### src/rtl/serial_word_tx.sv
// rtl/serial_word_tx.sv - LSB-first parallel-to-serial word transmitter with clear and framing strobes
//
// Accepts a WIDTH-bit word on a valid/ready handshake, issues a one-cycle
// clear strobe, then shifts the word out LSB first, one bit per clock,
// followed by GAP idle cycles before the next word can be accepted.
//
// Ports:
//   t_clk       clock, all state updates on the rising edge
//   r           asynchronous active-high reset
//   load_valid  producer has a word on load_data
//   load_data   word to transmit, captured on the handshake edge
//   load_ready  block can accept a word (high only while idle)
//   sclr        one-cycle clear strobe to the downstream serial stage, precedes bit 0
//   sout        serial data, LSB first
//   sval        sout carries a valid bit this cycle
//   sfirst      high with bit 0 of a word
//   slast       high with bit WIDTH-1 (the sign bit) of a word
module serial_word_tx #(
    parameter int WIDTH = 8,
    parameter int GAP   = 0
) (
    input  logic             t_clk,
    input  logic             r,
    input  logic             load_valid,
    input  logic [WIDTH-1:0] load_data,
    output logic             load_ready,
    output logic             sclr,
    output logic             sout,
    output logic             sval,
    output logic             sfirst,
    output logic             slast
);

    localparam int CW = $clog2(WIDTH);
    localparam logic [CW-1:0] BIT_LAST = CW'(WIDTH - 1);
    localparam logic [7:0]    GAP_LAST = (GAP > 0) ? 8'(GAP - 1) : 8'd0;

    typedef enum logic [1:0] {
        ST_IDLE,
        ST_PREP,
        ST_SHIFT,
        ST_GAP
    } state_t;

    state_t           state;
    state_t           state_d;
    logic [WIDTH-1:0] shreg;
    logic [CW-1:0]    cnt;
    logic [7:0]       gcnt;

    always_ff @(posedge t_clk or posedge r) begin
        if (r) begin
            state <= ST_IDLE;
        end else begin
            state <= state_d;
        end
    end

    always_ff @(posedge t_clk or posedge r) begin
        if (r) begin
            shreg <= '0;
            cnt   <= '0;
            gcnt  <= '0;
        end else begin
            case (state)
                ST_IDLE: begin
                    if (load_valid) begin
                        shreg <= load_data;
                    end
                end
                ST_PREP: begin
                    cnt <= '0;
                end
                ST_SHIFT: begin
                    shreg <= shreg >> 1;
                    gcnt  <= '0;
                    // Hold at the last index rather than wrapping; PREP re-arms it.
                    if (cnt != BIT_LAST) begin
                        cnt <= cnt + CW'(1);
                    end
                end
                ST_GAP: begin
                    gcnt <= gcnt + 8'd1;
                end
                default: begin
                    shreg <= shreg;
                end
            endcase
        end
    end

    // Outputs decode only from state and registers, never from inputs.
    always_comb begin
        state_d    = state;
        load_ready = 1'b0;
        sclr       = 1'b0;
        sout       = 1'b0;
        sval       = 1'b0;
        sfirst     = 1'b0;
        slast      = 1'b0;
        case (state)
            ST_IDLE: begin
                load_ready = 1'b1;
                if (load_valid) begin
                    state_d = ST_PREP;
                end
            end
            ST_PREP: begin
                sclr    = 1'b1;
                state_d = ST_SHIFT;
            end
            ST_SHIFT: begin
                sval   = 1'b1;
                sout   = shreg[0];
                sfirst = (cnt == '0);
                slast  = (cnt == BIT_LAST);
                if (cnt == BIT_LAST) begin
                    state_d = (GAP > 0) ? ST_GAP : ST_IDLE;
                end
            end
            ST_GAP: begin
                if (gcnt == GAP_LAST) begin
                    state_d = ST_IDLE;
                end
            end
            default: begin
                state_d = ST_IDLE;
            end
        endcase
    end

endmodule

### config.mk
export PLATFORM = sky130hd
export DESIGN_NAME = serial_word_tx
export DESIGN_NICKNAME = d
export VERILOG_FILES = /design/src/rtl/serial_word_tx.sv
export SDC_FILE = /design/constraint.sdc
export NUM_CORES = 1
export LEC_CHECK = 0
export ABC_AREA = 1
export CORE_MARGIN = 4
export CORE_UTILIZATION = 40
export DETAILED_ROUTE_END_ITERATION = 12
export GPL_ROUTABILITY_DRIVEN = 0
export PLACE_DENSITY = 0.71
export SLEW_MARGIN = 5
export SYNTH_ARGS = -nofsm -noshare
export SYNTH_HDL_FRONTEND = slang
export SYNTH_SLANG_ARGS = --single-unit
### constraint.sdc
create_clock -name t_clk -period 1.1 [get_ports t_clk]
set_input_delay 0.275 -clock t_clk [delete_from_list [all_inputs] [get_ports t_clk]]
set_output_delay 0.275 -clock t_clk [all_outputs]
set_load 0.01 [all_outputs]
# After elaboration in Yosys (flattened, before gate mapping)
# Cells that the tools add are included.
[word_totals] out_inout_bits=6 latch_bits=0 wordCells=39 romBits=0 ramBits=0 regBits=21 memories=0
[classes] n_shift=0 add_sub_neg=2 bitwise_logic=0 n_eq_ne=9 reduce_logical=9 n_mux=15 n_lt_le_gt_ge=0 div_mod_pow=0 multipliers=0
[ops] operator="8-bit case mux with 2 select lines" n=2
[ops] operator="8-bit by 1-bit adder with 8-bit output, second input constant" n=1
[ops] operator="8-bit zero test" n=1
[ops] operator="8-bit 2-to-1 mux" n=1
[ops] operator="2-bit inequality test, second input constant" n=4
[ops] operator="2-bit case mux with 4 select lines" n=1
[ops] operator="1-bit 2-to-1 mux" n=6
[ops] operator="2-bit 2-to-1 mux" n=3
[ops] operator="3-bit case mux with 2 select lines" n=1
[ops] operator="2-bit nonzero test" n=3
[ops] operator="2-bit == test, second input constant" n=2
[ops] operator="2-bit AND reduction" n=2
[ops] operator="3-bit by 1-bit adder with 3-bit output, second input constant" n=1
[ops] operator="3-bit == test, second input constant" n=1
[ops] operator="3-bit zero test" n=1
[ops] operator="3-bit 2-to-1 mux" n=1
[ops] operator="3-bit inequality test, second input constant" n=1
[ops] operator="3-bit AND reduction" n=1
[ops] operator="2-bit by 1-bit == test with 1-bit output, second input constant" n=1
[ops] operator="2-bit zero test" n=1

# Longest topological paths before layout
# Gate-level depths: netlist of run 1.
[logic_depth] word_depth=3 mapped_depth=7 mapped_depth_nobuf=7

# Least setup slack after synthesis of run 1
# No wires, ideal clock.
[synth_path] kind="register to register" from="reg cnt[0]" to="reg cnt[0]" path_stages_with_launch=7 slack_ps=-87 t_required_ps=977 setup_time_ps=123 n_path_buf=0 t_arrival_ps=1065 cell_sequence="dfrtp_1 ha_1 ha_1 inv_1 nand2_1 nand3_1 o21ai_1"
[synth_between] elab_chain_len=3
[synth_rtl] item="from (decl)" line_no="48" rtl="logic [CW-1:0] cnt;"
[synth_rtl] item="from (signal assigned)" line_no="79" rtl="cnt <= cnt + CW'(1);"
[synth_rtl] item="3-bit by 1-bit adder with 3-bit output or 3-bit inequality test (tied branches)" line_no="79, 78"
[synth_rtl] item="3-bit 2-to-1 mux or 2-bit inequality test (tied branches)"
[synth_rtl] item="3-bit case mux with 2 select lines or 2-bit AND reduction (tied branches)"
# Parallel ways exist; a longest one is shown, timed or not. The select of a mux whose other input is x is not followed.
# A chain may end at the register's enable or synchronous reset.

# Worst setup path after layout of run 1
[layout_path] from="reg cnt[0]" to="out slast"
[layout_between] elab_chain_len=2
[layout_rtl] item="3-bit == test" line_no="116" rtl="slast = (cnt == BIT_LAST);"
[layout_rtl] item="1-bit 2-to-1 mux" line_no="101" rtl="case (state)"
[layout_rtl] item="to (decl)" line_no="31" rtl="output logic slast"
# Every way passes these cells.

==> results of run 1 <==
[worst min-delay path, stage by stage]
cell             delay (ps)
clkdlybuf4s50_1         390
inv_1                    90
buf_12                  170
[timing repair]
action,4_1_cts,5_1_grt
setup buffers,11,4
gates cloned,0,1
pin swaps,5,13
endpoints found under the setup margin,24,27
gates resized for setup,61,28
[worst paths after layout]
path / start / to / slack, ps
worst min-delay path: r / shreg[6] / 270
worst max-delay path: cnt[0] / slast / -530
max in group asynchronous: r / gcnt[0] / 680
worst max register to register: cnt[0] / cnt[0] / -300
worst min register to register: shreg[6] / shreg[6] / 530
min in group t_clk: shreg[6] / shreg[6] / 530
[metal layers]
metal	track usage [%]	up-vias	share of wire, %
met5	0	-	0
met4	6.81	0	0.76
met1	19.4	532	42
met2	30.2	19	53
li1	-	556	-
met3	3.77	2	4.0
[report_power, final]
group	internal [uW]	switching [uW]	total, uW
Clock	141	238	380
Combinational	1530	1660	3190
Sequential	1060	180	1240
Total	2730	2080	4810
[metrics by stage]
| stage | cells | hold WS, ps | TNS, ps |
|---|---|---|---|
| final | 227 | 269 | -4680 |
| after global routing | 227 | 288 | -6040 |
| after CTS | 224 | 270 | -4480 |
| after detailed placement | 209 | 507 | -5380 |
| after global placement | 209 | 500 | -4830 |
| after floorplan | 153 | 251 | -17.1 |
[cell type report]
| type | count | area (um^2) |
|---|---|---|
| clock buffers | 4 | 26.3 |
| flip-flops and latches | 21 | 528 |
| inverters | 33 | 134 |
| repair buffers | 42 | 419 |
| multi-input cells | 97 | 723 |
| well taps | 30 | 37.5 |
| fillers | 171 | 722 |
[Yosys cell counts (all sizes together)]
library cell and count:
buf 3, nor2 16, o21ai 11, ha 5
nand3 18, nor3 1, a21oi 5, nand2 39
a21boi 1, clkinv 1, inv 32, dfrtp 21
[logic make-up after synthesis]
group / after synthesis
compound gates: 17
flops: 21
buf+inv: 36
fa+ha+maj: 5
simple gates: 74
[flip-flops by register name, indices dropped and copies added (netlist names)]
register and cells:
shreg 8, cnt 3, state 2, gcnt 8
==> reports/qor.yml, run 1 <==
outcome:
  outcome: "finished with violations"
  violations: "setup timing"
place:
  portBuffers: 16
  dp_slack_ps: -510
  placed_area_um2: 1480
  dp_hpwl_um: 1690
synth:
  yosys_warnings: 0
  synthCells: 153
  synth-simple-area-share_pct: 27.4
  synth_compound_area_share_pct: 7.78
  ys_ff_latch: 21
  synth_cell_types: 16
  netlist.area_leader.share_pct: 46.7
  yosysSeqAreaShare_pct: 46.7
  syn-cell-area_um2: 1130
  synth.area.mux_share_pct: 0
  syn_nets: 169
  synth_top_family_by_area: "simple AND/OR/NAND/NOR gates"
  synth_top_area_cell: "dfrtp_1"
  synthTopCellsByArea: "dfrtp_1, nand2_1, inv_1, nand3_1, ha_1"
  synth_area_per_cell_um2: 7.36
  synthXorXnorAreaFrac_pct: 0
  synthAdderAreaFrac_pct: 5.56
sta:
  setup_viol: 25
  finalCritPeriodShare_pct: 148
  drv_slew: 0
  timing.fmax_mhz: 615
  grt_setup_unrepaired: "yes"
  worst_slack_ps: -526
  finalHoldViolCount: 0
  clock_skew_ps: 5.92
  tightest_slew_ps: 267
  period_minus_slack_ps: 1630
  relSlewSlack_pct: 82.2
routing:
  drtIter0Drc: 34
  wl_per_cell_um: 12.8
  vias: 1109
  ant_nets: 0
  viasPerCell: 4.89
  routed_wl_um: 2900
  drc: 0
  drt_pass1_iterations: 4
layout:
  syn_to_final_growth_pct: 65.9
  post-route-cell-area_um2: 1870
  final_cell_mix: "nand2_1, inv_1, dfrtp_1"
  nNetsFinal: 214
  layout_commonest_cell: "nand2_1"
  diodes: 0
  drive_gt1_share_pct: 40.1
  utilization_pct: 72.1
floorplanning:
  die_area_um2: 3730
  io-pin-count: 17
  placementRows: 18
  dieHeight_um: 61.1
  fp.dieW_um: 61.1
  start_util_pct: 43.5
  core_um2: 2590
setup_path:
  crit_family: "flip-flops"
  worstSetupStartpointType: "register"
  worst-path-stages: 6
  ff2ff_path_depth: 9
  crit_arrival_ps: 1350
  cp_cell_sequence: "buf_6 > ha_4 > ha_4 > inv_4 > nor2_4 > buf_6"
  crit_fanout: 2
  cp.required_ps: 820
  crit_path_end_kind: "output port"
  cp_slowest_cell: "dfrtp_1"
  crit_buf_inv: 3
  slowest_delay_ps: 420
  path_class: "register to output port"
clock_network:
  cts_root_buf: "clkbuf_4"
  insertion_delay_ps: 300
  htreeDepth: 1
  clk_pin_slew_ps: 120
  clkSinkCount: 21
  clockBufferDepth: 2
  cts_inserted_buffers: 3
  cts_tree: "built"
  ctsHoldBuffers: 0
global_route:
  grt_overflow_total: 0
  grt_max_degree: 22
  grt_usage_pct: 16.9
  grt_pass1_vias: 1082
  grt_pass1_wl_um: 4670
  antenna_found_initial: 0
min_path:
  hp-class: "input port to asynchronous set/reset pin"
power:
  p_leak_uw: 0.000917
  ir_drop_mv: 2.02
  fin_total_pwr_uw: 4810
  power.density_nw_per_um2: 2570
flow_run:
  maxCapViolations: 0
(Power assumes the default switching activity.)
==> inputs of run 2 (changes only) <==
--- a/config.mk
+++ b/config.mk
@@ -6,11 +6,12 @@
 export NUM_CORES = 1
 export LEC_CHECK = 0
 export ABC_AREA = 1
-export CORE_MARGIN = 4
-export CORE_UTILIZATION = 40
+export CELL_PAD_IN_SITES_DETAIL_PLACEMENT = 1
+export CELL_PAD_IN_SITES_GLOBAL_PLACEMENT = 1
+export CORE_UTILIZATION = 34
 export DETAILED_ROUTE_END_ITERATION = 12
 export GPL_ROUTABILITY_DRIVEN = 0
-export PLACE_DENSITY = 0.71
+export PLACE_DENSITY = 0.8
 export SLEW_MARGIN = 5
 export SYNTH_ARGS = -nofsm -noshare
 export SYNTH_HDL_FRONTEND = slang
==> run 2 against run 1 <==
The flow still finishes with violations (setup timing); non-clock buffer count is 7 higher; sequential power hardly changed; sequential share of layout area is 2.2 points lower; critical path depth stayed put; first-iteration DRC count is 38% higher; global-route usage is 9.9 points higher; fmax is 1.7% lower; critical endpoint unchanged.
==> reports/qor.yml, run 2 (synthesis results as in run 1) <==
layout:
  utilization_pct: 65.6
  final_cell_mix: "nand2_1, inv_1, buf_4"
  layout_commonest_cell: "nand2_1"
  fillCellCount: 352
  syn_to_final_growth_pct: 80.9
  drive_gt1_share_pct: 52.9
  nNetsFinal: 221
  top_regs: "gcnt (8), shreg (8), cnt (3)"
  diodes: 0
routing:
  ant_nets: 0
  viasPerCell: 5.14
  drt_pass1_iterations: 4
  drc: 0
  routed_wl_um: 5360
  wl_per_cell_um: 21.6
  drtIter0Drc: 47
  vias: 1274
setup_path:
  ff2ff_path_depth: 8
  cp_cell_sequence: "buf_6 > ha_4 > ha_4 > inv_4 > nor2_4 > buf_6"
  slowest_delay_ps: 420
  worstSetupStartpointType: "register"
  crit_buf_inv: 3
  cp.required_ps: 820
  crit_family: "flip-flops"
  crit_arrival_ps: 1380
  cp_slowest_cell: "dfrtp_1"
  worst-path-stages: 6
  crit_fanout: 2
  path_class: "register to output port"
  crit_path_end_kind: "output port"
floorplanning:
  die_area_um2: 3550
  io-pin-count: 17
  dieHeight_um: 59.6
  placementRows: 20
  start_util_pct: 36.3
  fp.dieW_um: 59.6
  core_um2: 3100
flow_run:
  maxCapViolations: 0
power:
  ir_drop_mv: 2.04
  power_frac_comb_pct: 70.8
  clkPwrFrac_pct: 7.4
  power.density_nw_per_um2: 2840
  p_int_uw: 3000
  switching_power_uw: 2800
  p_leak_uw: 0.000976
  swShare_pct: 48.3
  power_frac_seq_pct: 21.8
outcome:
  violations: "setup timing"
  outcome: "finished with violations"
sta:
  grt_setup_unrepaired: "yes"
  tightest_slew_ps: 282
  period_minus_slack_ps: 1650
  finalCritPeriodShare_pct: 150
  worst_slack_ps: -553
  drv_slew: 0
  clock_skew_ps: 25.5
  finalHoldViolCount: 0
  setup_viol: 27
  timing.fmax_mhz: 605
  relSlewSlack_pct: 81.2
place:
  dp_hpwl_um: 2180
  portBuffers: 16
  dp_slack_ps: -510
clock_network:
  clockBufferDepth: 2
  htreeDepth: 1
  insertion_delay_ps: 340
  cts_tree: "built"
  cts_inserted_buffers: 3
  clkSinkCount: 21
  clk_pin_slew_ps: 150
  cts_root_buf: "clkbuf_4"
global_route:
  grt_max_degree: 20
  grt_pass1_wl_um: 6920
  antenna_found_initial: 0
  grt_pass1_vias: 1355
  grt_usage_pct: 26.8
  grt_overflow_total: 0
min_path:
  hp-class: "input port to asynchronous set/reset pin"
==> run 2: layer usage <==
metal	share of wire (%)	up-vias	track usage [%]
li1	-	571	-
met1	42	639	32.6
met2	51	42	49.1
met3	2.7	22	3.28
met4	4.2	0	8.31
met5	0	-	0
==> run 2: path summary, 6_finish.rpt <==
check	from	endpoint	slack, ps
max	cnt[0]	slast	-550
min in group t_clk	load_data[7]	shreg[7]	550
min reg2reg	shreg[1]	shreg[1]	570
max in group asynchronous	r	gcnt[2]	590
max reg2reg	state[1]	shreg[3]	-370
min	r	gcnt[5]	120
==> run 2: through the flow <==
step | std cells | cell area [um^2] | hold WS [ps] | total power, uW | TNS (ps)
detailed placement | 227 | 1530 | 489 | 3460 | -5520
CTS | 243 | 1870 | 132 | 4840 | -4960
global placement | 227 | 1530 | 470 | 3320 | -4600
finish | 248 | 2040 | 119 | 5790 | -7740
global route | 248 | 2040 | 128 | 6010 | -8730
floorplan | 153 | 1200 | 251 | 2610 | -17.1
==> run 2: power groups by stage <==
stage          logic [uW]  clock network, uW  registers, uW
2_1_floorplan        1380                  0           1230
3_3_place_gp         2110                  0           1210
3_5_place_dp         2210                  0           1240
4_1_cts              3200                398           1240
5_1_grt              4290                441           1280
6_report             4110                426           1260
==> run 2: worst reg2reg max path, cell delays in order (launching register included) <==
cell and delay, ps:
dfrtp_2 470, buf_6 130, buf_6 120, nor2_4 120, buf_6 130, nand2_8 80, nand2_8 120, nand3_2 90
o21ai_1 130
==> run 2: area by class of cell <==
class	instances	area [um^2]	area share (%)
clock inverter	1	5.00	0.246
tap	44	55.1	2.70
multi-input combinational	97	802	39.4
timing repair buffer	49	480	23.6
sequential	21	531	26.0
clock buffer	3	22.5	1.11
inverter	33	141	6.94
==> run 2: timing repair <==
action                                  4_1_cts  5_1_grt
hold buffers                                  0        0
endpoints found under the setup margin       26       27
pin swaps                                    11        9
resized for setup                            79       40
gates cloned                                  2        0
buffers inserted                             11        9
